## config.mk

```make
export PLATFORM = sky130hd
export DESIGN_NAME = cell_assembler
export DESIGN_NICKNAME = d
export VERILOG_FILES = /design/src/rtl/cell_assembler.sv
export SDC_FILE = /design/constraint.sdc
export NUM_CORES = 1
export LEC_CHECK = 0
export BUFFER_PORTS_ARGS = -buffer_cell sky130_fd_sc_hd__buf_2
export CORE_AREA = 8 8 308 310
export CTS_BUF_LIST = sky130_fd_sc_hd__clkbuf_8
export CTS_CLUSTER_DIAMETER = 120
export CTS_CLUSTER_SIZE = 40
export DETAILED_ROUTE_END_ITERATION = 10
export DIE_AREA = 0 0 316 318
export PLACE_DENSITY = 0.66
export SLEW_MARGIN = 20
export SYNTH_ARGS = -nofsm -noshare
export SYNTH_HDL_FRONTEND = slang
export SYNTH_SLANG_ARGS = --single-unit
```

## constraint.sdc

```tcl
create_clock -name clk -period 1.9 [get_ports clk]
set_clock_uncertainty 0.05 [all_clocks]
set_input_delay 0.38 -clock clk [delete_from_list [all_inputs] [get_ports clk]]
set_output_delay 0.38 -clock clk [all_outputs]
set_load 0.01 [all_outputs]
```

## src/rtl/cell_assembler.sv

```systemverilog
// Purpose : gathers one opcode plus a raster-order pixel stream into the cellA/cellB matrices and presents them as one instruction.
// Latency : iw_valid rises on the edge after the final pixel is accepted (1 + CELL_DIM^2 cycles from command, 1 + 2*CELL_DIM^2 with load_b).
// Backpres: cmd_ready only in IDLE, pix_ready only in LOAD_A/LOAD_B; payload holds while iw_valid & !iw_ready.
//
// Ports:
//   clk, reset_n                     clock (rising edge), asynchronous active-low reset
//   cmd_valid/cmd_ready              command handshake; cmd_opcode, cmd_load_b carried with it
//   pix_valid/pix_ready/pix_data     pixel stream handshake, raster order, cellA first then cellB
//   iw_valid/iw_ready                instruction handshake; iw_opcode, iw_cell_a, iw_cell_b payload
//   busy                             high whenever the assembler is not in IDLE
// Optional: define CELL_ASSEMBLER_PERF_EN to add perf_issue_cnt and perf_stall_cnt outputs.
module cell_assembler #(
  parameter int CELL_DIM = 4,
  parameter int PIXEL_W  = 24,
  parameter int OPCODE_W = 4
) (
  input  logic                                clk,
  input  logic                                reset_n,
  input  logic                                cmd_valid,
  output logic                                cmd_ready,
  input  logic [OPCODE_W-1:0]                 cmd_opcode,
  input  logic                                cmd_load_b,
  input  logic                                pix_valid,
  output logic                                pix_ready,
  input  logic [PIXEL_W-1:0]                  pix_data,
  output logic                                iw_valid,
  input  logic                                iw_ready,
  output logic [OPCODE_W-1:0]                 iw_opcode,
  output logic [CELL_DIM*CELL_DIM*PIXEL_W-1:0] iw_cell_a,
  output logic [CELL_DIM*CELL_DIM*PIXEL_W-1:0] iw_cell_b,
  output logic                                busy
`ifdef CELL_ASSEMBLER_PERF_EN
  ,
  output logic [31:0]                         perf_issue_cnt,
  output logic [31:0]                         perf_stall_cnt
`endif
);

  localparam int NPIX = CELL_DIM * CELL_DIM;
  localparam int CW   = (CELL_DIM > 1) ? $clog2(CELL_DIM) : 1;
  localparam int IDXW = (NPIX > 1) ? $clog2(NPIX) : 1;

  typedef enum logic [1:0] {
    IDLE   = 2'd0,
    LOAD_A = 2'd1,
    LOAD_B = 2'd2,
    ISSUE  = 2'd3
  } state_t;

  state_t                            state;
  logic [CW-1:0]                     row;
  logic [CW-1:0]                     col;
  logic                              load_b;
  logic [OPCODE_W-1:0]               opcode;
  // Packed so that element r*CELL_DIM+c lands at bits (r*CELL_DIM+c)*PIXEL_W.
  logic [NPIX-1:0][PIXEL_W-1:0]      cell_a;
  logic [NPIX-1:0][PIXEL_W-1:0]      cell_b;

  logic [IDXW-1:0]                   pix_idx;
  logic                              last_col;
  logic                              last_row;
  logic                              pix_take;

  assign pix_idx  = IDXW'(row) * IDXW'(CELL_DIM) + IDXW'(col);
  assign last_col = (col == CW'(CELL_DIM - 1));
  assign last_row = (row == CW'(CELL_DIM - 1));

  // Handshake outputs are pure decodes of the state register.
  assign cmd_ready = (state == IDLE);
  assign pix_ready = (state == LOAD_A) || (state == LOAD_B);
  assign iw_valid  = (state == ISSUE);
  assign busy      = (state != IDLE);
  assign pix_take  = pix_ready && pix_valid;

  assign iw_opcode = opcode;
  assign iw_cell_a = cell_a;
  assign iw_cell_b = cell_b;

  always_ff @(posedge clk or negedge reset_n) begin
    if (!reset_n) begin
      state  <= IDLE;
      row    <= '0;
      col    <= '0;
      load_b <= 1'b0;
      opcode <= '0;
      cell_a <= '0;
      cell_b <= '0;
    end else begin
      case (state)
        IDLE: begin
          if (cmd_valid) begin
            opcode <= cmd_opcode;
            load_b <= cmd_load_b;
            row    <= '0;
            col    <= '0;
            state  <= LOAD_A;
          end
        end
        LOAD_A, LOAD_B: begin
          if (pix_take) begin
            if (state == LOAD_A) cell_a[pix_idx] <= pix_data;
            else                 cell_b[pix_idx] <= pix_data;
            if (last_col) begin
              col <= '0;
              if (last_row) begin
                row   <= '0;
                // cellB is only streamed when the command asked for it; otherwise the held cellB is reused.
                state <= (state == LOAD_A && load_b) ? LOAD_B : ISSUE;
              end else begin
                row <= row + CW'(1);
              end
            end else begin
              col <= col + CW'(1);
            end
          end
        end
        ISSUE: begin
          if (iw_ready) state <= IDLE;
        end
        default: state <= IDLE;
      endcase
    end
  end

`ifdef CELL_ASSEMBLER_PERF_EN
  // Stall = consumer not taking a ready instruction, or source not offering a wanted pixel.
  logic perf_stall;
  assign perf_stall = (iw_valid && !iw_ready) || (pix_ready && !pix_valid);

  always_ff @(posedge clk or negedge reset_n) begin
    if (!reset_n) begin
      perf_issue_cnt <= '0;
      perf_stall_cnt <= '0;
    end else begin
      if (iw_valid && iw_ready) perf_issue_cnt <= perf_issue_cnt + 32'd1;
      if (perf_stall)           perf_stall_cnt <= perf_stall_cnt + 32'd1;
    end
  end
`endif

endmodule

```

==> flow_summary.yaml, run 1 <==
worst_setup_path:
  timing.critical_path.slowest_cell_delay_ns: 0.44
  cp_common_cell: "buf_6"
  cp-end-kind: "flop"
  worstSetupPathType: "flop to flop"
  cp_max_fo: 6
  cp-start-kind: "flop"
  crit_slowest_cell: "dfrtp_1"
  path_cells: "inv_2, buf_4, ha_4, buf_6, buf_4, buf_6, buf_6, nand4_4, clkbuf_16, mux2_4"
  arrival_ns: 2.80
  cp_data_required_time_ns: 2.53
clock_network:
  htreeDepth: 1
  clkTransAtPathRegs_ns: 0.23
  cts_inserted_buffers: 27
  cts_num_sinks: 779
  root_buffer: "clkbuf_8"
  cts_tree: "yes"
  clk_latency_ns: 0.75
  max-clock-path-buffers: 3
detailed_routing:
  wl_per_cell_um: 28.89
  drc: 0
  dr.pass1.iters: 5
  dr.first_iter.drc_count: 1269
  vias: 19120
  drt-total-wl_um: 112500
  avgViaCountPerCell: 4.910
  ant_nets: 0
synth:
  synth-seq-cells: 779
  synthCells: 1800
  synth.area.top_cells: "dfrtp_1 65%, mux2_2 29%, buf_6 0.98%, clkbuf_1 0.93%, nand4_2 0.71%"
  synthFlopType: "dfrtp_1"
  synth_top_family_by_area: "multiplexers"
  synthArstFlopShare_pct: 100.0
  synth_seq_area_share_pct: 65.19
  synth-xor-area-share_pct: 0
  avgSynthCellArea_um2: 16.61
  yosys.cell_types.count: 36
  synth-simple-area-share_pct: 1.728
  synth-edff-count: 0
  synth_top_area_cell: "dfrtp_1"
  synthMuxAreaShare_pct: 29.11
  syn_nets: 1845
  synth_area_mm2: 0.02990
  synth_top_area_share_pct: 65.19
  synth_fa_ha_area_share_pct: 0.4602
  synth_warnings: 0
  synth-compound-area-share_pct: 0.3640
timing:
  fin_setup_tns_ns: -108.03
  setup_viol: 771
  fin_crit_ns: 2.169
  hold_violations: 0
  maxSlewViolCount: 0
  fin_ws_ns: -0.2691
  rsz0062_at_grt: "yes"
  worst_pin_slew_ns: 1.079
  fmax_ghz: 0.4610
  finalCritPeriodShare_pct: 114.2
  relSlewSlack_pct: 28.06
global_route:
  grt_max_degree: 81
  grt_util_all_layers_pct: 20.59
  grt_pass1_vias: 20080
  overflow: 0
  grt_pass1_wl_um: 153100
  antenna_found_initial: 3
placement:
  place_congestion: 0.7667
  place_hpwl_um: 72070
  pre_cts_slack_ns: -0.08289
  io_buffer_count: 809
floorplan:
  die_y_um: 318
  ios: 810
  dieArea_mm2: 0.1005
  row_count: 110
  core_mm2: 0.08960
  die_w_um: 316
  initial_core_util_pct: 33.38
power_and_ir_drop:
  power_switching_mw: 21.87
  ir_drop_v: 0.001111
  power_density_mw_per_mm2: 1507
  p_comb_share_pct: 43.6
  total_power_mw: 60.20
  power_frac_seq_pct: 44.6
  clkPwrFrac_pct: 11.8
  p_leak_nw: 21.13
  internal_power_mw: 38.33
  swShare_pct: 36.33
outcome:
  violations: "setup timing"
  status: "finished, violations left"
worst_hold_path:
  min_path_type: "input pin to flop"
layout:
  syn_to_final_growth_pct: 33.56
  nNetsFinal: 2749
  final_layout_size_suffix_gt1_share_pct: 69.24
flow_run:
  max_cap_violations: 0
metal layers:
layer  track usage (%)  vias to the layer above  share of wire, %
li1                  -                     8065                 -
met1             24.75                    10310                39
met2             37.05                      607                52
met3             3.912                      137               5.5
met4             6.071                        2               3.3
met5                 0                        -             0.012
worst paths after layout:
| check | endpoint | slack (ns) | cells past startpoint | startpoint |
|---|---|---|---|---|
| hold reg to reg | iw_cell_a[282]$_DFFE_PN0P_ | 0.46 | 1 | iw_cell_a[282]$_DFFE_PN0P_ |
| setup reg to reg | iw_cell_a[10]$_DFFE_PN0P_ | -0.27 | 10 | state[1]$_DFFE_PN0P_ |
| max in group asynchronous | iw_cell_b[339]$_DFFE_PN0P_ | 0.51 | 3 | reset_n |
| hold / removal | iw_cell_b[45]$_DFFE_PN0P_ | 0.08 | 3 | pix_data[21] |
| setup / recovery | iw_cell_a[10]$_DFFE_PN0P_ | -0.27 | 10 | state[1]$_DFFE_PN0P_ |
| min in group asynchronous | iw_cell_b[179]$_DFFE_PN0P_ | 0.29 | 3 | reset_n |
cells in the mapped netlist, types with 3 or more instances:
| library cell | number |
|---|---|
| dfrtp_1 | 779 |
| mux2_2 | 771 |
| clkbuf_1 | 74 |
| buf_4 | 27 |
| buf_6 | 26 |
| buf_2 | 25 |
| nand4_2 | 17 |
| ha_1 | 11 |
| nand2_1 | 9 |
| inv_1 | 8 |
| nand2_2 | 6 |
| nor2b_1 | 6 |
| nor2_2 | 5 |
| nor3_4 | 4 |
| nor2_1 | 3 |
flip-flops by register name, indices dropped and copies added, names as in the netlist:
name       count
load_b         1
col            2
iw_cell_b    384
iw_cell_a    384
state          2
row            2
iw_opcode      4
repair_timing:
action                     4_1_cts  5_1_grt
resized for setup              254      107
cloned                          29       14
hold endpoints to repair       759        0
buffers inserted                45       10
pin swaps                       16        9
setup endpoints to repair      367      780
hold buffers                    11        0
critical path: cells and delay by family (launching register included):
family	cells	cell delay [ns]
mux	1	0.30
fa+ha+maj	1	0.16
simple gates	1	0.22
flops	1	0.44
buf+inv	7	0.92
power groups by stage:
| stage | Clock, mW | Combinational, mW | Sequential (mW) |
|---|---|---|---|
| finish | 7.13 | 26.2 | 26.8 |
| global route | 7.83 | 27.7 | 27.6 |
| CTS | 7.41 | 25.8 | 26.7 |
| detailed placement | 0 | 23.4 | 27.0 |
| global placement | 0 | 23.0 | 26.8 |
| floorplan | 0 | 8.38 | 30.0 |
metrics by stage:
stage	util, %	std cells	area, um2	hold slack (ns)
after floorplan	-	1800	30000	0.03441
after global placement	40.60	3754	36380	0.2149
after detailed placement	40.60	3754	36380	0.2161
after CTS	43.80	3876	39240	0.0002769
after global routing	44.57	3892	39940	0.02137
final	44.58	3894	39940	0.07787
cell usage in the layout (no fill, tap or decap), drive strengths merged:
| master | n |
|---|---|
| bufinv | 2 |
| nor2 | 8 |
| nor4 | 1 |
| a2111oi | 1 |
| mux2 | 773 |
| nand4 | 18 |
| nor2b | 6 |
| a21oi | 1 |
| a41oi | 1 |
| nand3 | 2 |
| o22a | 1 |
| o22ai | 1 |
| and4b | 2 |
| nand2 | 15 |
| a31oi | 2 |
| a221o | 1 |
| diode | 3 |
| or3b | 1 |
| nand3b | 2 |
| clkbuf | 38 |
| bufbuf | 1 |
| dfrtp | 779 |
| dlygate4sd3 | 11 |
| nand2b | 1 |
| buf | 1005 |
| or3 | 2 |
| o32ai | 2 |
| o21ai | 1 |
| nor3 | 4 |
| o221ai | 1 |
| ha | 11 |
| clkinv | 9 |
| inv | 10 |
| a22o | 2 |
cells by family (layout without fill, tap and decap cells):
group	after synthesis	in the layout
flip-flops	779	779
multiplexers	773	773
buffers and inverters	161	1076
AND/OR/NAND/NOR	62	62
AO/OA/AOI/OAI	14	14
adder cells (fa/ha/maj)	11	11
other	0	3
area by class of cell:
class                      instances  area (um2)
sequential                       779       19490
inverter                           8       30.03
clock inverter                    13       267.8
clock buffer                      27       371.6
antenna                            3       7.507
tap                             1176        1471
multi-input combinational        860       10660
timing repair buffer            1028        7640
fill                            8026       49660
Power figures use the tool's default switching activity.
==> run 2: changes to the inputs <==
- CORE_AREA: 8 8 308 310 -> 2 2 311 313
- DIE_AREA: 0 0 316 318 -> 0 0 313 315
- PLACE_DENSITY: 0.66 -> 0.61
- clock period: 1.9 -> 2.1 ns (I/O delays scaled with it)
==> run 2 against run 1 <==
Effect of this change: the run still ends with setup timing left; first-iteration DRC count is 21% lower; core utilization fell by 5.3 points; sequential share of layout area grew 3.1 points; clock-buffer cell count unchanged; flip-flop and latch count did not move; design area shrank 5.9%; via count decreased by 1.4%; combinational power is 20% lower; worst hold slack improved by 0.011 ns; sequential power is 9.7% lower; cell count up 0.92%; critical path depth down 6; largest cell class unchanged.
==> flow_summary.yaml, run 2 (same netlist as run 1, synthesis figures left out) <==
outcome:
  status: "finished, violations left"
  violations: "setup timing"
placement:
  io_buffer_count: 809
  placed_cells: 3851
  place_hpwl_um: 70290
  place_congestion: 0.8322
global_route:
  grt_pass1_vias: 19930
  grt_util_all_layers_pct: 19.31
  grt_max_degree: 95
  antenna_found_initial: 6
  overflow: 0
  grt_pass1_wl_um: 141400
worst_setup_path:
  arrival_ns: 1.75
  cp-start-kind: "flop"
  r2r_start: "state[0]$_DFFE_PN0P_"
  worstSetupPathType: "flop to primary output"
  cp_data_required_time_ns: 1.63
  rr_worst_depth: 8
  crit_path_start: "state[0]$_DFFE_PN0P_"
  reg2reg_slack_ns: -0.08
  worstReg2RegEnd: "iw_cell_b[272]$_DFFE_PN0P_"
  cp-end-kind: "primary output"
  cp_max_fo: 3
clock_network:
  clkTransAtPathRegs_ns: 0.22
  clk_latency_ns: 0.75
  cts_tree: "yes"
  max-clock-path-buffers: 3
  cts_num_sinks: 779
  htreeDepth: 1
  root_buffer: "clkbuf_8"
  cts_inserted_buffers: 25
worst_hold_path:
  min_path_type: "input pin to asynchronous set/reset pin"
detailed_routing:
  drt-total-wl_um: 102200
  drc: 0
  ant_nets: 0
  wl_met1_um: 41570
  vias: 18850
  avgViaCountPerCell: 4.796
  dr.first_iter.drc_count: 1004
  wl_met3_um: 5951
  wl_per_cell_um: 26.01
  dr.pass1.iters: 5
  met2_length_um: 52030
  highest_layer: "met4"
timing:
  relSlewSlack_pct: 28.65
  fin_ws_ns: -0.1249
  setup_viol: 84
  worst_pin_slew_ns: 1.070
  finalCritPeriodShare_pct: 105.9
  fin_crit_ns: 2.225
  maxSlewViolCount: 0
  rsz0062_at_grt: "yes"
  fmax_ghz: 0.4495
  hold_violations: 0
layout:
  nNetsFinal: 2687
  final_cell_mix: "804 x buf_2, 778 x dfrtp_1, 771 x mux2_2"
  instances_no_fill: 3930
  final_layout_size_suffix_gt1_share_pct: 68.44
  layout_commonest_cell: "buf_2"
  syn_to_final_growth_pct: 25.66
floorplan:
  row_count: 114
  core_mm2: 0.09571
  ios: 810
  die_w_um: 313
  initial_core_util_pct: 31.25
  dieArea_mm2: 0.09860
  die_y_um: 315
power_and_ir_drop:
  power_density_mw_per_mm2: 1357
  total_power_mw: 51.00
  p_leak_nw: 19.91
  ir_drop_v: 0.0008786
flow_run:
  max_cap_violations: 0
-- run 2: changes by cell type in the layout (fill, tap and decap cells not counted), sizes merged --
cell         previous run  this run
bufbuf                  1         0
diode                   3         5
dlygate4sd3            11         8
clkbuf                 38        39
inv                    10        11
clkinv                  9         3
bufinv                  2         1
buf                  1005       948
-- run 2: stage by stage --
step | setup TNS, ns | util (%) | hold WS [ns] | worst slack [ns] | cell area, um2
2_1_floorplan | 0 | - | 0.07441 | 0.05644 | 29900
3_3_place_gp | -2.326 | 37.92 | 0.3045 | -0.04886 | 36300
3_5_place_dp | -7.119 | 37.92 | 0.3094 | -0.1204 | 36300
4_1_cts | -0.9261 | 38.65 | 0.006044 | -0.2094 | 36990
5_1_grt | -11.23 | 39.26 | 0.03886 | -0.2233 | 37570
6_report | -2.512 | 39.26 | 0.08883 | -0.1249 | 37580
-- run 2: layout make-up --
class                      instances  area [um2]
multi-input combinational        860        9589
antenna                            5       12.51
sequential                       779       19490
clock buffer                      27       371.6
inverter                           8       30.03
fill                            9059       58130
clock inverter                     7       127.6
tap                             1276        1597
timing repair buffer             968        6357
-- run 2: report_power, final --
| group | leakage [nW] | switching, mW | internal, mW | total (mW) |
|---|---|---|---|---|
| registers | 10.2 | 3.20 | 21.0 | 24.2 |
| clock network | 0.252 | 4.49 | 1.39 | 5.87 |
| logic | 9.48 | 10.7 | 10.2 | 20.9 |
| total | 19.9 | 18.4 | 32.6 | 51.0 |
-- run 2: worst max path at each step --
stage	slack [ns]	to	cells after the start
2_1_floorplan	0.06	iw_cell_b[100]$_DFFE_PN0P_	7
3_3_place_gp	-0.05	iw_cell_b[232]$_DFFE_PN0P_	7
3_5_place_dp	-0.12	iw_cell_b[165]$_DFFE_PN0P_	6
4_1_cts	-0.21	pix_ready	4
5_1_grt	-0.22	pix_ready	4
6_report	-0.12	pix_ready	4
-- run 2: routing by layer --
| layer | vias up | global-route usage (%) |
|---|---|---|
| met3 | 123 | 4.092 |
| met4 | 0 | 5.035 |
| met5 | - | 0 |
| met2 | 661 | 33.95 |
| li1 | 7954 | - |
| met1 | 10110 | 24.08 |
-- run 2: repair_timing --
item | in CTS | in global routing
pin swaps | 4 | 9
setup endpoints to repair | 243 | 207
resized for setup | 16 | 35
buffers inserted | 7 | 11
gates cloned | 0 | 15
endpoints found under the hold margin | 368 | 0
hold buffers | 8 | 0
-- run 2: critical path: stages, from the launching register on --
cell and delay [ns]:
dfrtp_1 0.46, inv_2 0.09, ha_4 0.21, buf_6 0.12, buf_8 0.13
